File: config.mk
export PLATFORM = sky130hd
export DESIGN_NAME = add_round_key_word
export DESIGN_NICKNAME = d
export VERILOG_FILES = /design/src/rtl/add_round_key_word.sv
export SDC_FILE = /design/constraint.sdc
export NUM_CORES = 1
export LEC_CHECK = 0
export ABC_AREA = 1
export ABC_CLOCK_PERIOD_IN_PS = 1400
export BUFFER_PORTS_ARGS = -buffer_cell sky130_fd_sc_hd__buf_2
export CORE_MARGIN = 10
export CORE_UTILIZATION = 53
export DETAILED_ROUTE_END_ITERATION = 12
export PLACE_DENSITY = 0.76
export RECOVER_POWER = 50
export SLEW_MARGIN = 20
export SYNTH_ARGS = -nofsm -noshare
export SYNTH_HDL_FRONTEND = slang
export SYNTH_SLANG_ARGS = --single-unit
File: constraint.sdc
create_clock -name clock -period 1.4 [get_ports clock]
set_input_delay 0.28 -clock clock [delete_from_list [all_inputs] [get_ports clock]]
set_output_delay 0.28 -clock clock [all_outputs]
set_load 0.02 [all_outputs]
File: src/rtl/add_round_key_word.sv
// AES-128 AddRoundKey on one 32-bit column word.
// The data and key operands may arrive in different cycles, so each has a
// one-entry hold. The result (data XOR key) is registered with a one-cycle
// valid pulse. A sticky flag records any held operand that was overwritten
// before it could be paired.
module add_round_key_word #(
  parameter int unsigned WORD_DATA_WIDTH = 32
) (
  input  logic                       clock,
  input  logic                       reset,
  input  logic [WORD_DATA_WIDTH-1:0] word_in_comb_mix_column,
  input  logic                       word_in_comb_mix_column_vld,
  input  logic [WORD_DATA_WIDTH-1:0] rnd_word_key_val,
  input  logic                       rnd_word_key_val_vld,
  output logic [WORD_DATA_WIDTH-1:0] word_out_comb,
  output logic                       word_out_comb_vld,
  output logic                       pair_overrun_err
);

  logic [WORD_DATA_WIDTH-1:0] data_hold;
  logic [WORD_DATA_WIDTH-1:0] key_hold;
  logic                       data_full;
  logic                       key_full;

  logic                       data_avail;
  logic                       key_avail;
  logic                       pair;
  logic [WORD_DATA_WIDTH-1:0] sel_data;
  logic [WORD_DATA_WIDTH-1:0] sel_key;
  logic                       data_overrun;
  logic                       key_overrun;

  // Operand selection: a held operand is older, so it is used ahead of a new one.
  always_comb begin
    data_avail   = data_full | word_in_comb_mix_column_vld;
    key_avail    = key_full  | rnd_word_key_val_vld;
    pair         = data_avail & key_avail;
    sel_data     = data_full ? data_hold : word_in_comb_mix_column;
    sel_key      = key_full  ? key_hold  : rnd_word_key_val;
    data_overrun = word_in_comb_mix_column_vld & data_full & ~key_avail;
    key_overrun  = rnd_word_key_val_vld & key_full & ~data_avail;
  end

  // Result register, valid pulse and sticky overrun flag.
  always_ff @(posedge clock) begin
    if (reset) begin
      word_out_comb     <= '0;
      word_out_comb_vld <= 1'b0;
      pair_overrun_err  <= 1'b0;
    end else begin
      word_out_comb_vld <= pair;
      if (pair) begin
        word_out_comb <= sel_data ^ sel_key;
      end
      if (data_overrun || key_overrun) begin
        pair_overrun_err <= 1'b1;
      end
    end
  end

  // Data hold: a new word is parked unless it pairs directly; a held word
  // consumed by a pairing is replaced by any new word arriving in that cycle.
  always_ff @(posedge clock) begin
    if (reset) begin
      data_hold <= '0;
      data_full <= 1'b0;
    end else if (word_in_comb_mix_column_vld) begin
      data_hold <= word_in_comb_mix_column;
      data_full <= data_full | ~pair;
    end else if (pair) begin
      data_full <= 1'b0;
    end
  end

  // Key hold: mirror of the data hold.
  always_ff @(posedge clock) begin
    if (reset) begin
      key_hold <= '0;
      key_full <= 1'b0;
    end else if (rnd_word_key_val_vld) begin
      key_hold <= rnd_word_key_val;
      key_full <= key_full | ~pair;
    end else if (pair) begin
      key_full <= 1'b0;
    end
  end

endmodule

==> reports/metrics.yaml <==
cts_sinks: 100
die_area_sq_um: 15640
antenna_found_initial: 1
via_per_inst: 4.681
vias: 5903
final_cells: 1261
grt_pass1_vias: 5584
skew_ps: 7.364
yosysUniqueCellTypes: 17
dp_slack_ps: 160.5
totalWireLength_microns: 14320
gp_congestion: 0.8191
synthTopCellsByArea: "dfxtp_1, nand2_1, inv_1"
slew_headroom_pct: 56.82
dp_cells: 1245
numCtsBuffers: 9
grt_util_all_layers_pct: 18.17
rsz0062_at_grt: "true"
fp.dieW_microns: 125.0
ys_warn_count: 0
min_period_ps: 1284
ir_drop_v: 0.0008454
synth_nets: 1110
fin_nets: 1184
crit_slowest_cell: "dfxtp_2"
power.density_nw_per_um2: 1026
stdcell_area_sq_um: 6714
finalSetupViolCount: 0
clk_pin_slew_ps: 90
path_delay_family: "buffers and inverters"
hold_path_class: "input port to flop"
cp_num_buf_inv: 3
cts_tree: "built"
status: "finished, final reports clean"
synth_cells: 1042
drt_iter0_drc: 348
root_buffer: "clkbuf_8"
crit_path_end_kind: "flop"
port_buffers: 101
dieHeight_microns: 125.0
cap_violations: 0
grt_max_degree: 66
ant_nets: 0
fmax_mhz: 778.7
drive_above_1_share_pct: 12.67
crit_arrival_ps: 1590
place_hpwl_microns: 9930
cpPeakStageDelay_ps: 370
htreeDepth: 3
synth_top_area_cell: "dfxtp_1"
fp-row-count: 38
n_antenna_cell: 0
leakage_uw: 0.003965
synth.top_cell.area_share_pct: 34.23
crit_type: "flop to flop"
fin_tns_setup_ps: 0
wl_per_cell_microns: 11.35
drv_slew: 0
io_pins: 102
dpl_cell_area_sq_um: 6495
netlist_area_sq_um: 5848
grt_pass1_wl_microns: 24850
path_cells: "inv_2, buf_12, nand2_1, nand2_1, nand2_1, nand3_1, nand2_1, inv_1"
cpMostUsedCell: "nand2_1"
hold_viol_final: 0
tightest_slew_ps: 647.6
dr.pass1.iters: 5
cts_max_path_buffers: 2
initial_core_util_pct: 53.95
required_ps: 1710
fin_crit_sh_pct: 91.73
clkLatencyLatePin_ps: 360
ys_ff_latch: 100
worst_slack_ps: 115.7
worst_setup_path_start_kind: "flop"
coreArea_sq_um: 10840
area_growth_syn_to_layout_pct: 14.81
remaining_drc_errors: 0
synth_area_per_cell_sq_um: 5.612
grt_overflow: 0
path_max_fanout: 22
ys_seq_area_share_pct: 34.23
-- worst reg2reg max path, stage by stage, from the launching register on --
cell and delay (ps):
dfxtp_2 370, inv_2 300, buf_12 210, nand2_1 80
nand2_1 60, nand2_1 50, nand3_1 70, nand2_1 50
inv_1 50
-- path summary, 6_finish.rpt --
kind | startpoint | end | slack, ps | depth (start not counted)
worst max-delay path | key_full | word_out_comb[9] | 120 | 8
worst min-delay path | rnd_word_key_val[16] | key_hold[16] | 180 | 3
worst max register to register | key_full | word_out_comb[9] | 120 | 8
worst min register to register | key_hold[15] | key_hold[15] | 520 | 2
-- logic make-up after synthesis --
family	Yosys count	synth area share (%)
AND/OR/NAND/NOR	585	38.53
buffers and inverters	225	15.90
AO/OA/AOI/OAI	132	11.34
flip-flops	100	34.23
-- layout by cell type, fill, tap and decap left out, drive strengths merged --
| master | n |
|---|---|
| clkinv | 1 |
| buf | 119 |
| clkinvlp | 1 |
| nand2 | 485 |
| nor2 | 68 |
| o21ai | 65 |
| a21oi | 66 |
| o21bai | 1 |
| clkbuf | 16 |
| inv | 165 |
| dfxtp | 100 |
| nand3 | 32 |
| bufinv | 2 |
-- layer usage --
metal  GRT usage, %  part of all wire [%]  vias up
li1               -                     -     3233
met2          30.39                    45      120
met1          22.56                    48     2531
met3          4.816                   6.0       17
met4          4.946                   1.4        2
met5              0                 0.077        -
-- cell usage after synthesis --
cell,instances
a21oi_1,66
nand3_1,32
buf_1,1
inv_2,2
nor2_4,2
nand2_1,485
buf_2,20
buf_4,8
o21bai_1,1
nor2_1,65
dfxtp_1,100
inv_1,164
o21ai_1,10
nor2_2,1
buf_6,4
clkbuf_1,26
o21ai_0,55
-- what timing repair did --
action	4_1_cts	5_1_grt
setup endpoints to repair	0	3
hold buffers	0	0
setup buffers	0	0
resized for setup	0	0
-- state kept, by name (all words and copies together), names as in the netlist --
name	flops
data_full	1
data_hold	32
key_full	1
key_hold	32
pair_overrun_err	1
word_out_comb	32
word_out_comb_vld	1
-- metrics by stage --
stage / power, uW / util, % / hold slack, ps
2_1_floorplan: 4359 / - / 427.7
3_3_place_gp: 4807 / 59.91 / 503.2
3_5_place_dp: 4828 / 59.91 / 510.2
4_1_cts: 6971 / 62.10 / 165.2
5_1_grt: 7309 / 61.93 / 175.1
6_report: 6889 / 61.93 / 176.3
-- final cells by class --
class	count	area (sq um)
tap	140	175.2
sequential	100	2004
clock inverter	3	67.56
clock buffer	13	168.9
inverter	166	623.1
fill	1078	4126
timing repair buffer	122	758.2
multi-input combinational	717	2917
-- power by group --
group	internal [uW]	switching (uW)
logic	580	962
clock network	1160	986
registers	3070	136
Power figures use the tool's default switching activity.
